### src/rtl/t_table_reader.sv
// Streams rows 0..I-1 of the T-table BRAM to a valid/ready consumer,
// hiding the fixed BRAM read latency behind a credit-limited output FIFO.
module t_table_reader #(
    parameter int BIT_WIDTH    = 32,
    parameter int I            = 160,
    parameter int NU_VALUES    = 3,
    parameter int READ_LATENCY = 2,
    parameter int FIFO_DEPTH   = READ_LATENCY + 2
) (
    input  logic                           clk_in,
    input  logic                           rst_in,
    input  logic                           start,
    output logic                           bram_rd_en,
    output logic [$clog2(I)-1:0]           bram_addr,
    input  logic [NU_VALUES*BIT_WIDTH-1:0] bram_data,
    output logic [NU_VALUES*BIT_WIDTH-1:0] out_data,
    output logic [$clog2(I)-1:0]           out_index,
    output logic                           out_last,
    output logic                           out_valid,
    input  logic                           out_ready,
    output logic                           busy,
    output logic                           done
);

    localparam int DW = NU_VALUES * BIT_WIDTH;
    localparam int AW = $clog2(I);
    localparam int PW = $clog2(I + 1);
    localparam int CW = $clog2(FIFO_DEPTH + 1);
    localparam int SW = CW + 1;
    localparam int FW = $clog2(FIFO_DEPTH);
    localparam int L  = READ_LATENCY;

    typedef enum logic [1:0] {
        IDLE,
        ISSUE,
        DRAIN
    } state_t;

    typedef struct packed {
        logic [AW-1:0] idx;
        logic [DW-1:0] data;
    } entry_t;

    state_t        state_q, state_d;
    logic [PW-1:0] rd_ptr_q, rd_ptr_d;
    logic          busy_q, busy_d;
    logic          done_q, done_d;

    logic [L-1:0]  pipe_vld_q, pipe_vld_d;
    logic [AW-1:0] pipe_addr_q [L];
    logic [AW-1:0] pipe_addr_d [L];

    entry_t        mem_q [FIFO_DEPTH];
    logic [FW-1:0] head_q, head_d;
    logic [FW-1:0] tail_q, tail_d;
    logic [CW-1:0] count_q, count_d;

    logic [SW-1:0] inflight;
    logic [SW-1:0] credit;
    logic          rd_en;
    logic          push;
    logic          pop;
    entry_t        head_entry;

    function automatic logic [FW-1:0] wrap_inc(input logic [FW-1:0] p);
        return (p == FW'(FIFO_DEPTH - 1)) ? '0 : p + FW'(1);
    endfunction

    // Credit: a read may only be issued if its row is guaranteed a FIFO slot.
    always_comb begin
        inflight = '0;
        for (int k = 0; k < L; k++) begin
            inflight = inflight + SW'(pipe_vld_q[k]);
        end
        credit = SW'(count_q) + inflight;
        rd_en  = (state_q == ISSUE)
              && (rd_ptr_q != PW'(I))
              && (credit < SW'(FIFO_DEPTH));
    end

    always_comb begin
        pipe_vld_d     = '0;
        pipe_vld_d[0]  = rd_en;
        pipe_addr_d[0] = AW'(rd_ptr_q);
        for (int k = 1; k < L; k++) begin
            pipe_vld_d[k]  = pipe_vld_q[k-1];
            pipe_addr_d[k] = pipe_addr_q[k-1];
        end
    end

    assign push       = pipe_vld_q[L-1];
    assign head_entry = mem_q[head_q];
    assign out_valid  = (count_q != '0);
    assign pop        = out_valid & out_ready;

    always_comb begin
        head_d  = pop  ? wrap_inc(head_q) : head_q;
        tail_d  = push ? wrap_inc(tail_q) : tail_q;
        count_d = count_q;
        unique case ({push, pop})
            2'b10:   count_d = count_q + CW'(1);
            2'b01:   count_d = count_q - CW'(1);
            default: count_d = count_q;
        endcase
    end

    always_comb begin
        state_d  = state_q;
        rd_ptr_d = rd_ptr_q;
        busy_d   = busy_q;
        done_d   = 1'b0;
        unique case (state_q)
            IDLE: begin
                if (start) begin
                    state_d  = ISSUE;
                    rd_ptr_d = '0;
                    busy_d   = 1'b1;
                end
            end
            ISSUE: begin
                if (rd_en) begin
                    rd_ptr_d = rd_ptr_q + PW'(1);
                    if (rd_ptr_q == PW'(I - 1)) begin
                        state_d = DRAIN;
                    end
                end
            end
            DRAIN: begin
                if ((count_d == '0) && (pipe_vld_d == '0)) begin
                    state_d = IDLE;
                    busy_d  = 1'b0;
                    done_d  = 1'b1;
                end
            end
            default: state_d = IDLE;
        endcase
    end

    always_ff @(posedge clk_in) begin
        if (rst_in) begin
            state_q    <= IDLE;
            rd_ptr_q   <= '0;
            busy_q     <= 1'b0;
            done_q     <= 1'b0;
            pipe_vld_q <= '0;
            for (int k = 0; k < L; k++) begin
                pipe_addr_q[k] <= '0;
            end
            head_q  <= '0;
            tail_q  <= '0;
            count_q <= '0;
        end else begin
            state_q    <= state_d;
            rd_ptr_q   <= rd_ptr_d;
            busy_q     <= busy_d;
            done_q     <= done_d;
            pipe_vld_q <= pipe_vld_d;
            for (int k = 0; k < L; k++) begin
                pipe_addr_q[k] <= pipe_addr_d[k];
            end
            head_q  <= head_d;
            tail_q  <= tail_d;
            count_q <= count_d;
        end
    end

    always_ff @(posedge clk_in) begin
        if (push) begin
            mem_q[tail_q] <= {pipe_addr_q[L-1], bram_data};
        end
    end

    // Storage is not cleared, so the head is masked until it holds a real row.
    assign out_data   = out_valid ? head_entry.data : '0;
    assign out_index  = out_valid ? head_entry.idx : '0;
    assign out_last   = out_valid && (head_entry.idx == AW'(I - 1));
    assign bram_rd_en = rd_en;
    assign bram_addr  = AW'(rd_ptr_q);
    assign busy       = busy_q;
    assign done       = done_q;

endmodule

### config.mk
export PLATFORM = sky130hd
export DESIGN_NAME = t_table_reader
export DESIGN_NICKNAME = d
export VERILOG_FILES = /design/src/rtl/t_table_reader.sv
export SDC_FILE = /design/constraint.sdc
export NUM_CORES = 1
export LEC_CHECK = 0
export CORE_ASPECT_RATIO = 0.5
export CORE_MARGIN = 4
export CORE_UTILIZATION = 26
export DETAILED_ROUTE_END_ITERATION = 16
export HOLD_SLACK_MARGIN = 0.15
export PLACE_DENSITY_LB_ADDON = 0.12
export SLEW_MARGIN = 30
export SYNTH_ARGS = -nofsm -noshare
export SYNTH_HDL_FRONTEND = slang
export SYNTH_SLANG_ARGS = --single-unit
### constraint.sdc
create_clock -name clk_in -period 4.7 [get_ports clk_in]
set_input_delay 1.41 -clock clk_in [delete_from_list [all_inputs] [get_ports clk_in]]
set_output_delay 1.41 -clock clk_in [all_outputs]
set_load 0.02 [all_outputs]
Word level (Yosys, flattened, before mapping)
Memories as Yosys holds them, arrays and structs flattened. A register that Yosys moved wholly into a read port is not among the register bits.
Cells that the tools add are included.
{"block": "word_totals", "ff_bits": 21, "mem_bits_rw": 432, "inputBits": 100, "output_inout_bits": 117, "elab_cells": 75, "memories": 2}
{"memory": "mem_q", "words": 4, "word_bits": 104, "rd": 1, "rd_ports_with_merged_regs": 1, "wr": 1, "line_no": "53", "rtl": "entry_t mem_q [FIFO_DEPTH];"}
{"memory": "pipe_addr_q", "words": 2, "word_bits": 8, "rd": 2, "rd_ports_with_merged_regs": 0, "wr": 2, "line_no": "50", "rtl": "logic [AW-1:0] pipe_addr_q [L];"}
{"block": "op_classes", "add_sub_neg": 7, "n_lt_le_gt_ge": 1, "n_eq_ne": 13, "muxes": 26, "bitwise_logic": 4, "n_reduce_logical": 14}
{"operator": "two-way mux 96 bit", "count": 1}
{"operator": "two-way mux 8 bit", "count": 5}
{"operator": "equality test 8 bit (second input constant)", "count": 2}
{"operator": "two-way mux 2 bit", "count": 8}
{"operator": "case mux 8 bit (2 select lines)", "count": 1}
{"operator": "adder 8 x 1 -> 8 bit (second input constant)", "count": 1}
{"operator": "equality test 2 bit (second input constant)", "count": 4}
{"operator": "two-way mux 1 bit", "count": 8}
{"operator": "inequality test 8 bit (second input constant)", "count": 1}
{"operator": "inequality test 2 bit (second input constant)", "count": 3}
{"operator": "case mux 2 bit (3 select lines)", "count": 1}
{"operator": "case mux 3 bit (2 select lines)", "count": 1}
{"operator": "AND reduction 3 bit", "count": 2}
{"operator": "adder 2 x 1 -> 2 bit (second input constant)", "count": 2}
{"operator": "adder 3 x 2 -> 4 bit", "count": 1}
{"operator": "equality test 2 x 1 -> 1 bit (second input constant)", "count": 2}
{"operator": "logical AND 1 bit", "count": 4}
{"operator": "logical NOT 2 bit", "count": 2}
{"operator": "< comparator 4 x 3 -> 1 bit (second input constant)", "count": 1}
{"operator": "AND reduction 4 bit", "count": 1}
{"operator": "nonzero test 2 bit", "count": 2}
{"operator": "adder 3 x 1 -> 3 bit (second input constant)", "count": 1}
{"operator": "logical NOT 3 bit", "count": 1}
{"operator": "nonzero test 3 bit", "count": 1}
{"operator": "8 further kinds", "count": 9}

Longest topological paths before layout
{"block": "logic_depth", "depth_word": 8, "ltp_mapped": 11, "mapped_depth_nobuf": 10}

Least setup slack after synthesis
No wires, ideal clock.
{"block": "synth_path", "kind": "register to register", "startpoint": "reg tail_q[0]", "endpoint": "mem mem_q[3][0] in the netlist's numbering (enable)", "setup_ns": 0.474, "arrival_time_ns": 2.948, "required_ns": 4.226, "setup_slack_ns": 1.278, "path_stages_with_launch": 3, "n_path_buf": 0, "period_less_slack_ns": 3.422, "path_cell_list": "dfxtp_1 > ha_1 > and2_1"}
{"element": "from (decl)", "line_no": "55", "rtl": "logic [FW-1:0] tail_q, tail_d;"}
{"element": "from (signal assigned)", "line_no": "162", "rtl": "tail_q <= tail_d;"}
{"element": "to (decl)", "line_no": "53"}
No word-level cell before the write port.

==> impl_metrics.csv <==
group,metric,value,unit
run_status,status,"complete, no violations",
global_route,grt_pass1_vias,9431,
finish,nNetsFinal,1180,
timing,fin_worst_skew,0.00957,ns
timing,period_minus_slack,4.30,ns
floorplan,core_area,65400,um^2
detailed_routing,drc,0,
critical_path,cp_num_buf_inv,2,
floorplan,start_util,26.5,%
clock_tree,post_cts_buffers,0,
worst_hold_path,hold_path.class,"flop to flop",
floorplan,die-area,71000,um^2
synth,synth_edf_count,416,
synth,ys.flop_type,"edfxtp_1",
finish,final_common_cell,"edfxtp_1",
floorplan,die_w,373,um
power,leakagePower,6.85,nW
critical_path,cpLargestDelayFamily,"buffers and inverters",
critical_path,cp_data_required_time,3.29,ns
floorplan,ios,217,
timing,slew-limit-headroom,40.0,%
synth,synth_area_per_cell,20.7,um^2
global_route,antenna_found_initial,0,
power,cellPowerDensity,427,nW/um^2
detailed_routing,dr.pass1.iters,4,
timing,rsz0062_at_grt,"false",
critical_path,crit_cells,4,
run,drv_cap,0,
floorplan,rows,66,
finish,multi_input_area,3760,um^2
clock_tree,numCtsBuffers,45,
synth,synth_fp_nets,945,
detailed_routing,ant_nets,0,
timing,setup_viol,0,
timing,fmax,233,MHz
clock_tree,tritoncts,"built",
detailed_routing,drtIter0Drc,431,
clock_tree,cts.sinks,455,
global_route,grt_first_pass_wirelength,59.8,mm
clock_tree,cts_resized,0,
timing,drv_slew,0,
critical_path,rr_worst_depth,11,
synth,synth_cells,835,
synth,synthArstFlopShare,0,%
place,io_buffer_count,216,
place,gp_congestion,0.685,
finish,drive_gt1_share,17.7,%
critical_path,cp-end-kind,"primary output",
critical_path,crit_chain,"buf_4 -> mux4_2 -> and2_1 -> clkdlybuf4s50_1",
clock_tree,clk_pin_slew,0.06,ns
power,peakVddDrop,217,uV
synth,synth_cell_types,46,
synth,netlist_area,17300,um^2
synth,ys_seq_area_share,76.7,%
synth,ys_warn_count,0,
power,power_frac_seq,47.8,%
global_route,grt_max_degree,55,
power,cell_internal_pwr,0.00713,W
global_route,track_usage,11.1,%
timing,hold_viol,0,
finish,final_cell_mix,"edfxtp_1 (416), clkdlybuf4s50_1 (216), mux4_2 (104), and2_1 (104), clkbuf_16 (47)",
detailed_routing,wl,39.6,mm
power,finalPower,0.00940,W
critical_path,endpoint,"out_data[85]",
floorplan,fp.dieH,190,um
critical_path,cp_data_arrival_time,2.89,ns
critical_path,slowest_delay,0.70,ns
finish,area.sequential,13300,um^2
critical_path,worstSetupStartpointType,"flop",
power,swShare,24.1,%
clock_tree,clk_latency,0.55,ns
detailed_routing,wl_per_cell,19.9,um
critical_path,slowest_stage,"dfxtp_4",
clock_tree,cts.htree.levels,2,
detailed_routing,via_per_inst,4.21,
clock_tree,cts_hold_buf,0,
finish,fill_cells,6260,
power,power.switching,0.00227,W
power,p_comb_share,15.9,%
critical_path,r2r_slack,1.29,ns
critical_path,rr_endpoint,"done",
power,power.share.clock,36.3,%
critical_path,cp_max_fo,22,
critical_path,worstSetupPathType,"flop to primary output",
critical_path,timing.rr.start,"count_q[1]",
finish,syn_to_final_growth,27.4,%
timing,setup_tns,0,ns
timing,period_share,91.4,%
clock_tree,cts_max_path_buffers,3,
clock_tree,root_buffer,"clkbuf_16",
global_route,overflow,0,
finish,antenna_cells,0,
place,dpl.hpwl,24.3,mm
detailed_routing,vias,8372,
synth,synth-seq-cells,455,
timing,tightest_slew,0.901,ns
==> worst register-to-register path, stage by stage, from the launching register on <==
cell and delay [ns]:
dfxtp_1 0.45, or3_4 0.50, buf_12 0.29, nand2_1 0.14, inv_1 0.08, ha_1 0.19, inv_1 0.07, fa_1 0.43
xor2_1 0.16, o21a_1 0.18, nor4_1 0.45, nor4bb_1 0.36
==> how the worst min path moves through the flow <==
stage	from	to	slack [ns]	cells past startpoint
after floorplan	pipe_addr_q[0][2]	pipe_addr_q[0][10]	0.41	1
after global placement	pipe_addr_q[0][4]	pipe_addr_q[0][12]	0.42	1
after detailed placement	pipe_addr_q[0][2]	pipe_addr_q[0][10]	0.42	1
after CTS	pipe_addr_q[0][4]	pipe_addr_q[0][12]	0.44	1
after global routing	pipe_addr_q[0][7]	pipe_addr_q[0][15]	0.45	1
final	pipe_addr_q[0][4]	pipe_addr_q[0][12]	0.44	1
==> cells in the mapped netlist (2+ instances only) <==
cell type	n	area (um^2)
buf_4	8	60.1
clkbuf_1	23	86.3
a21o_1	2	15.0
buf_1	4	15.0
nand2_1	6	22.5
and4_1	2	17.5
and2_1	108	676
xor2_1	2	17.5
nor2_1	16	60.1
nor4_1	2	12.5
or4_1	5	37.5
o21ai_0	3	15.0
ha_1	9	113
inv_1	13	48.8
nor3_1	3	15.0
nand3_1	3	15.0
a21oi_1	12	60.1
or3_1	3	18.8
mux2i_1	2	20.0
nor2b_1	14	87.6
mux4_2	104	2340
o41ai_1	2	17.5
buf_2	12	60.1
nand4_1	2	12.5
dfxtp_1	39	781
edfxtp_1	416	12500
==> cell type report <==
cell class / instances / share of cell area [%]
clock inverter: 29 / 0.852
timing repair buffer: 236 / 11.1
clock buffer: 54 / 5.46
tap: 884 / 5.02
sequential: 455 / 60.3
multi-input combinational: 319 / 17.1
inverter: 13 / 0.221
==> kinds of logic (layout without fill, tap and decap cells) <==
kind of cell | count (synthesis) | after routing | synth area share, %
adders and majority gates | 10 | 10 | 0.766
xor gates and xnor gates | 3 | 3 | 0.152
muxes | 107 | 107 | 13.7
AOI/OAI and AO/OA | 25 | 25 | 0.918
buffers and inverters | 61 | 332 | 1.63
DFF | 455 | 455 | 76.7
and+or+nand+nor | 174 | 174 | 6.12
==> layer usage <==
metal / track usage [%] / routed length [um] / vias up
li1: - / - / 3802
met5: 0 / 0 / -
met2: 21.3 / 22200 / 86
met1: 12.8 / 15600 / 4435
met3: 2.32 / 1290 / 49
met4: 2.40 / 583 / 0
==> registers in the layout, summed over array words and instances (netlist names), named ones only <==
name,cells
bram_addr,8
count_q,3
head_q,2
pipe_addr_q,16
state_q,2
busy,1
pipe_vld_q,2
tail_q,2
mem_q,416
done,1
==> through the flow <==
| step | setup slack [ns] | std cells | utilization (%) | hold WS (ns) | instance area [um^2] |
|---|---|---|---|---|---|
| floorplan | 1.28 | 835 | - | 0.414 | 17300 |
| global placement | 0.745 | 1906 | 31.5 | 0.422 | 20600 |
| detailed placement | 0.720 | 1906 | 31.5 | 0.422 | 20600 |
| CTS | 0.251 | 1989 | 33.7 | 0.443 | 22000 |
| global route | 0.182 | 1990 | 33.7 | 0.450 | 22000 |
| finish | 0.404 | 1990 | 33.7 | 0.437 | 22000 |
==> power groups by stage <==
stage	sequential (W)	combinational [W]	clock, W
final	0.00450	0.00149	0.00341
after global routing	0.00450	0.00162	0.00375
after CTS	0.00450	0.00155	0.00356
after detailed placement	0.00459	0.00155	0
after global placement	0.00458	0.00155	0
after floorplan	0.00455	0.000824	0
Power figures use the tool's default switching activity.
